<file path="config.mk">
export PLATFORM = sky130hd
export DESIGN_NAME = bitcnt_unit
export DESIGN_NICKNAME = d
export VERILOG_FILES = /design/src/rtl/bitcnt_unit.sv
export SDC_FILE = /design/constraint.sdc
export NUM_CORES = 1
export LEC_CHECK = 0
export BUFFER_PORTS_ARGS = -buffer_cell sky130_fd_sc_hd__buf_4
export CAP_MARGIN = 20
export CORE_MARGIN = 2
export CORE_UTILIZATION = 45
export DETAILED_ROUTE_END_ITERATION = 8
export GPL_ROUTABILITY_DRIVEN = 0
export PLACE_DENSITY = 0.69
export SLEW_MARGIN = 20
export SYNTH_ARGS = -nofsm -noshare
export SYNTH_HDL_FRONTEND = slang
export SYNTH_SLANG_ARGS = --single-unit
</file>
<file path="constraint.sdc">
create_clock -name clk -period 5.65 [get_ports clk]
set_clock_uncertainty 0.05 [all_clocks]
set_input_delay 0.8475 -clock clk [delete_from_list [all_inputs] [get_ports clk]]
set_output_delay 0.8475 -clock clk [all_outputs]
set_load 0.005 [all_outputs]
</file>
<file path="src/rtl/bitcnt_unit.sv">
// Iterative clz/ctz/cpop unit that examines BPC operand bits per cycle.
// Latency: result_valid rises exactly XLEN/BPC cycles after the accept edge.
// Backpressure: the result is held in DONE until result_ready; in_ready is high only in IDLE.
module bitcnt_unit #(
  parameter int XLEN = 32,
  parameter int BPC  = 4
) (
  input  logic            clk,
  input  logic            rst_n,
  input  logic            in_valid,
  output logic            in_ready,
  input  logic [3:0]      in_alu_ctrl,
  input  logic [1:0]      in_op_sel,
  input  logic [XLEN-1:0] in_src_a,
  input  logic            flush,
  output logic            result_valid,
  input  logic            result_ready,
  output logic [XLEN-1:0] result,
  output logic            busy
);

  localparam int ITER = XLEN / BPC;
  localparam int AW   = $clog2(XLEN + 1);
  localparam int CW   = (ITER > 1) ? $clog2(ITER) : 1;

  localparam logic [3:0] BITCNT_CTRL = 4'b1111;
  localparam logic [1:0] OP_CLZ      = 2'b00;
  localparam logic [1:0] OP_CTZ      = 2'b01;
  localparam logic [1:0] OP_CPOP     = 2'b10;

  typedef enum logic [1:0] {
    IDLE = 2'd0,
    RUN  = 2'd1,
    DONE = 2'd2
  } state_e;

  state_e          state_q, state_d;
  logic [XLEN-1:0] opnd_q, opnd_d;
  logic [1:0]      op_q, op_d;
  logic [CW-1:0]   cnt_q, cnt_d;
  logic [AW-1:0]   acc_q, acc_d;
  logic            found_q, found_d;
  logic [XLEN-1:0] result_q, result_d;
  logic            in_ready_q, in_ready_d;
  logic            result_valid_q, result_valid_d;
  logic            busy_q, busy_d;

  logic [AW-1:0]   slice_acc;
  logic            slice_found;
  logic [XLEN-1:0] opnd_shift;

  // Evaluate the current BPC-bit slice. The operand register is shifted so the
  // slice to examine always sits at the top (clz) or bottom (ctz/cpop).
  always_comb begin
    slice_acc   = acc_q;
    slice_found = found_q;
    for (int i = 0; i < BPC; i++) begin
      case (op_q)
        OP_CLZ: begin
          if (!slice_found) begin
            if (opnd_q[XLEN-1-i]) slice_found = 1'b1;
            else                  slice_acc   = slice_acc + AW'(1);
          end
        end
        OP_CTZ: begin
          if (!slice_found) begin
            if (opnd_q[i]) slice_found = 1'b1;
            else           slice_acc   = slice_acc + AW'(1);
          end
        end
        OP_CPOP: slice_acc = slice_acc + AW'(opnd_q[i]);
        default: ; // reserved encoding leaves the count at zero
      endcase
    end
    if (op_q == OP_CLZ) opnd_shift = opnd_q << BPC;
    else                opnd_shift = opnd_q >> BPC;
  end

  // Next-state and next-output logic; flush overrides everything, outputs are
  // derived from the next state so they come straight out of flops.
  always_comb begin
    state_d  = state_q;
    opnd_d   = opnd_q;
    op_d     = op_q;
    cnt_d    = cnt_q;
    acc_d    = acc_q;
    found_d  = found_q;
    result_d = '0;

    if (flush) begin
      state_d = IDLE;
      cnt_d   = '0;
      acc_d   = '0;
      found_d = 1'b0;
    end else begin
      case (state_q)
        IDLE: begin
          if (in_valid && (in_alu_ctrl == BITCNT_CTRL)) begin
            state_d = RUN;
            opnd_d  = in_src_a;
            op_d    = in_op_sel;
            cnt_d   = '0;
            acc_d   = '0;
            found_d = 1'b0;
          end
        end
        RUN: begin
          acc_d   = slice_acc;
          found_d = slice_found;
          opnd_d  = opnd_shift;
          cnt_d   = cnt_q + CW'(1);
          if (cnt_q == CW'(ITER - 1)) begin
            state_d  = DONE;
            cnt_d    = '0;
            result_d = XLEN'(slice_acc);
          end
        end
        DONE: begin
          result_d = result_q;
          if (result_ready) begin
            state_d  = IDLE;
            result_d = '0;
          end
        end
        default: state_d = IDLE;
      endcase
    end

    in_ready_d     = (state_d == IDLE);
    result_valid_d = (state_d == DONE);
    busy_d         = (state_d != IDLE);
  end

  // State, datapath and registered outputs; reset returns to an idle, ready unit.
  always_ff @(posedge clk or negedge rst_n) begin
    if (!rst_n) begin
      state_q        <= IDLE;
      opnd_q         <= '0;
      op_q           <= '0;
      cnt_q          <= '0;
      acc_q          <= '0;
      found_q        <= 1'b0;
      result_q       <= '0;
      in_ready_q     <= 1'b1;
      result_valid_q <= 1'b0;
      busy_q         <= 1'b0;
    end else begin
      state_q        <= state_d;
      opnd_q         <= opnd_d;
      op_q           <= op_d;
      cnt_q          <= cnt_d;
      acc_q          <= acc_d;
      found_q        <= found_d;
      result_q       <= result_d;
      in_ready_q     <= in_ready_d;
      result_valid_q <= result_valid_d;
      busy_q         <= busy_d;
    end
  end

  assign in_ready     = in_ready_q;
  assign result_valid = result_valid_q;
  assign result       = result_q;
  assign busy         = busy_q;

endmodule

</file>
# Word level (Yosys, flattened, before mapping)
# Cells that the tools add are included.
totals:
  reg_bits: 81
  input_bits: 43
  output_inout_bits: 35
  elab_cells: 102
classes:
  addsub: 9
  n_eq_ne: 10
  n_mux: 62
  bitwise_logic: 1
  reduce_logical: 10
op_table:
  columns: ["operator", "count"]
  rows:
  - ["2-to-1 mux 32 bit", 4]
  - ["one-hot mux 32 bit (2 select lines)", 2]
  - ["2-to-1 mux 6 bit", 19]
  - ["one-hot mux 6 bit (3 select lines)", 4]
  - ["adder 6 x 1 -> 6 bit", 4]
  - ["adder 6 x 1 -> 6 bit (second input constant)", 4]
  - ["2-to-1 mux 1 bit", 18]
  - ["one-hot mux 6 bit (2 select lines)", 1]
  - ["one-hot mux 1 bit (2 select lines)", 5]
  - ["2-to-1 mux 3 bit", 3]
  - ["2-to-1 mux 2 bit", 4]
  - ["equality test 2 bit (second input constant)", 3]
  - ["logical NOT 2 bit", 3]
  - ["!= test 3 bit (second input constant)", 2]
  - ["one-hot mux 2 bit (3 select lines)", 1]
  - ["one-hot mux 3 bit (2 select lines)", 1]
  - ["AND reduction 3 bit", 2]
  - ["equality test 2 x 1 -> 1 bit (second input constant)", 2]
  - ["equality test 4 bit (second input constant)", 1]
  - ["nonzero test 2 bit", 2]
  - ["adder 3 x 1 -> 3 bit (second input constant)", 1]
  - ["equality test 3 bit (second input constant)", 1]
  - ["nonzero test 3 bit", 1]
  - ["!= test 2 bit (second input constant)", 1]
  - ["other kinds (3)", 3]

# Logic depth before layout (Yosys ltp)
depth:
  ltp_word: 19
  mapped_depth: 23
  ltp_nobuf: 22

# Least setup slack after synthesis
# Ideal clock, no wire load.
synth_path:
  kind: "register to register"
  from: "register acc_q[0]"
  to: "register acc_q[4]"
  setup_time_ps: 122
  arrival_ps: 5149
  required_ps: 5478
  setup_slack_ps: 329
  path_stages_with_launch: 21
  path_buffers: 0
  synth_period_minus_slack_ps: 5321
  cell_sequence: "dfrtp_1 > ha_1 > or4b_1 > and4_1 > nand2_1 > ha_1 > and3_1 > o21ai_0 > o221ai_1 > or2_2 > inv_1 > ha_1 > nor2_1 > a311o_1 > a211oi_1 > ha_1 > ha_1 > a21oi_1 > or2_2 > or3_1 > a32o_1"
synth_between:
  elab_chain_len: 18
  word_cells_on_any_way: 30
  cone_classes: "8 x add/sub; 22 x mux"
synth_lines:
  columns: ["item", "line_no", "rtl"]
  rows:
  - ["from (decl)", "41", "logic [AW-1:0] acc_q, acc_d;"]
  - ["from (signal assigned)", "141", "acc_q <= '0;"]
  - ["from (signal assigned)", "152", "acc_q <= acc_d;"]
  - ["adder 6 x 1 -> 6 bit", "62, 68", null]
  - ["2-to-1 mux 6 bit (on tied branches)", "67, 61", null]
  - ["2-to-1 mux 6 bit (on tied branches)", "66, 60", null]
  - ["one-hot mux 6 bit (3 select lines) (*)", "58", "case (op_q)"]
  - ["adder 6 x 1 -> 6 bit", "62, 68", null]
  - ["2-to-1 mux 6 bit (on tied branches)", "67, 61", null]
  - ["2-to-1 mux 6 bit (on tied branches)", "66, 60", null]
  - ["one-hot mux 6 bit (3 select lines) (*)", "58", null]
  - ["(+2 left out)", null, null]
  - ["2-to-1 mux 6 bit (on tied branches)", "66, 60", null]
  - ["one-hot mux 6 bit (3 select lines) (*)", "58", null]
  - ["adder 6 x 1 -> 6 bit", "62, 68", null]
  - ["2-to-1 mux 6 bit (on tied branches)", "67, 61", null]
  - ["2-to-1 mux 6 bit (on tied branches)", "66, 60", null]
  - ["one-hot mux 6 bit (3 select lines) (*)", "58", null]
  - ["one-hot mux 6 bit (2 select lines) (*)", "96", "case (state_q)"]
  - ["2-to-1 mux 6 bit (*)", "90", "if (flush) begin"]
# Every way passes the cells marked *; elsewhere a longest branch is shown, timed or not.
# A chain may end at the register's enable or synchronous reset.

# Worst setup path in the final report
layout_path:
  from: "register opnd_q[0]"
  to: "register result_q[4] (netlist: result[4])"
layout_between:
  elab_chain_len: 18
  word_cells_on_any_way: 37
  cone_classes: "7 x add/sub; 30 x mux"
layout_lines:
  columns: ["item", "line_no", "rtl"]
  rows:
  - ["from (decl)", "38", "logic [XLEN-1:0] opnd_q, opnd_d;"]
  - ["from (signal assigned)", "149", "opnd_q <= opnd_d;"]
  - ["branches (longest 14 deep; another with adder 6 x 1 -> 6 bit)", null, null]
  - ["one-hot mux 6 bit (3 select lines) (*)", "58", null]
  - ["2-to-1 mux 6 bit (*)", "112", "if (cnt_q == CW'(ITER - 1)) begin"]
  - ["one-hot mux 32 bit (2 select lines) (*)", "96", null]
  - ["2-to-1 mux 32 bit (*)", "90", null]
  - ["to (signal assigned)", "154", "result_q <= result_d;"]
  - ["to (decl)", "43", "logic [XLEN-1:0] result_q, result_d;"]
# Mark *: on every way between the ends.

==> results.txt <==
CP dominant cell by count: ha_1
Critical-path maximum fanout: 7
Min cycle time layout: 5.332 ns
GRT Total Usage: 0.2409
Fin util: 0.5225
Antenna violations before repair: 0
Clock buffer count from CTS: 5
Final setup fails: 0
Drt total wl: 13420 um
Crit path required time: 5.79 ns
Slew Viols, Final: 0
Die ar.: 11370 um^2
Seq/Total Area, Yosys: 0.2907
Die W: 106.6 um
Worst Setup Start Kind: flip-flop
Ys async rst share: 1.000
Synth top area share: 0.2852
Largest net degree at the start of global routing: 65
Grt ovf: 0
Relative slew slack: 0.5340
Fin. Hold Viols: 0
DRC viols: 0
Diode count: 0
Synth cell count leaders: nand2_1, a21oi_1, o21ai_0
Post-synth EDFFs: 0
Vias: 4786
CP endpoint kind: flip-flop
DR iter-0 viols: 464
Crit Path Class: flip-flop to flip-flop
Unrepaired setup endpoints after global routing: no
Slowest cell on crit path: or4b_1
CTS max path bufs: 2
Worst Tran Pin Value: 0.6990 ns
Hold slack: 0.4533 ns
Reg2reg setup slack: 0.32 ns
H-tree depth: 2
Most numerous cell in the Yosys netlist: nand2_1
Final net count: 723
Yosys top cell by area: dfrtp_1
Clock Latency Late Sink: 0.32 ns
Total Negative Setup Slacks: 0 ns
Fmax: 0.1876 GHz
Global-route wire length before repair: 22200 um
Ys Warns: 0
Initial Util: 0.4610
CTS sink cnt: 55
Crit path DAT: 5.47 ns
I/O pins: 78
CTS root buf: clkbuf_8
Vias in the first global route: 4466
Peak supply drop: 0.0001922 V
Top_reg_cell synth: dfrtp_1
Post-DP HPWL: 9779 um
# port buffers: 51
Crit path largest cell delay: 0.50 ns
#FFs+latches synth: 55
Die Y: 106.6 um
Worst hold path class: flip-flop to flip-flop
Worst-path cell chain: ha_1 > or4b_1 > and4_1 > nand2_2 > ha_1 > and3_1 > o21ai_0 > o221ai_1 > or2_4 > inv_1 > ha_1 > nand3_1 > o21ai_0 > a211oi_2 > buf_4 > ha_1 > nand2_1 > nor2_1 > a21oi_1 > or2_2 > or3_1 > a31oi_1 > o21ai_0
CTS tree: done
Netlist cell types: 71
DR WL/cell: 16.72 um
Core area: 10280 um^2
Synth area leaders: dfrtp_1, nand2_1, a21oi_1
Final critical-path share of the clock period: 0.9436
Max cap viols: 0
Leakage power: 2.367 nW
Clock Pin Slew Worst Setup and Hold Paths: 0.11 ns
Share of layout cells above drive strength 1: 0.1679
Status: complete, no violations
Antenna viol nets, final: 0
Via density: 5.960
Synthesis-to-finish area growth: 13.34%
Mapped cell area: 4738 um^2
Mapped Cells: 623
Cell Rows: 37
Hold bufs inserted after CTS: 0
Mapped Avg Cell Area: 7.606 um^2
TritonRoute pass-1 iters: 5
Power per cell area: 320.2 nW/um^2
==> sequential cells by signal, indices dropped and copies added, names as in the netlist <==
name / flops
result_valid: 1
opnd_q: 32
in_ready: 1
found_q: 1
op_q: 2
busy: 1
result: 6
state_q: 2
cnt_q: 3
acc_q: 6
==> worst max-delay path, delay by kind of cell (launching register included) <==
family | cells | cell delay [ns]
adders and majority gates | 4 | 0.98
and+or+nand+nor | 10 | 2.32
AOI/OAI and AO/OA | 7 | 1.08
buffers and inverters | 2 | 0.29
DFF | 1 | 0.47
==> cell families after synthesis <==
kind of cell	after synthesis	synth area share
compound gates	200	0.2812
xor+xnor	15	0.02773
fa+ha+maj	14	0.03697
buf+inv	75	0.08160
flops	55	0.2907
mux	13	0.02825
other cells	1	0.0007914
simple gates	250	0.2527
==> area by class of cell <==
class                      count  area (um^2)
timing repair buffer          75        563.0
sequential                    55         1380
tap                          136        170.2
inverter                      11        41.29
clock buffer                   6        72.57
fill                         991         4907
clock inverter                 2        37.54
multi-input combinational    518         3105
==> per-stage QoR <==
| stage | cells | area [um^2] | total power [mW] | setup slack, ns |
|---|---|---|---|---|
| after detailed placement | 788 | 5184 | 1.401 | 0.1580 |
| final | 803 | 5370 | 1.720 | 0.3184 |
| after global routing | 803 | 5370 | 1.847 | 0.01011 |
| after global placement | 788 | 5184 | 1.386 | 0.3639 |
| after floorplan | 648 | 4832 | 1.159 | 0.3290 |
| after CTS | 796 | 5294 | 1.670 | 0.08913 |
==> layer usage <==
layer  track usage  vias up  share of wire  wire length (um)
met2        0.3785      229           0.47              6286
met1        0.3340     2230           0.42              5705
li1              -     2289              -                 -
met5             0        -              0                 0
met3       0.03526       38          0.073               983
met4       0.09555        0          0.033               449
==> layout by cell type (no fill, tap or decap), types with 7 or more instances in the layout <==
| cell type | instances |
|---|---|
| a22oi_1 | 7 |
| nor2_1 | 34 |
| inv_1 | 10 |
| a21o_1 | 8 |
| xnor2_1 | 7 |
| mux2i_1 | 10 |
| ha_1 | 13 |
| conb_1 | 26 |
| nand3_1 | 12 |
| nor3b_1 | 8 |
| a21oi_1 | 58 |
| dfrtp_1 | 52 |
| or3_1 | 7 |
| o21ai_0 | 58 |
| xor2_1 | 8 |
| buf_4 | 75 |
| nand2_1 | 125 |
==> final timing paths <==
check / startpoint / endpoint / depth (start not counted)
max: opnd_q[0] / result[4] / 23
min: result[2] / result[2] / 2
max reg2reg: opnd_q[0] / result[4] / 23
min reg2reg: result[2] / result[2] / 2
max in group asynchronous: rst_n / acc_q[0] / 1
min in group asynchronous: rst_n / cnt_q[1] / 1
==> power breakdown <==
| part | switching, mW | internal, mW | leakage, nW |
|---|---|---|---|
| clock | 0.133 | 0.132 | 0.0514 |
| combinational | 0.550 | 0.358 | 1.60 |
| sequential | 0.0853 | 0.461 | 0.714 |
==> what timing repair did <==
action	in CTS	in global routing
gates resized for setup	0	7
buffers inserted	0	7
setup endpoints to repair	0	4
(Power assumes the default switching activity.)
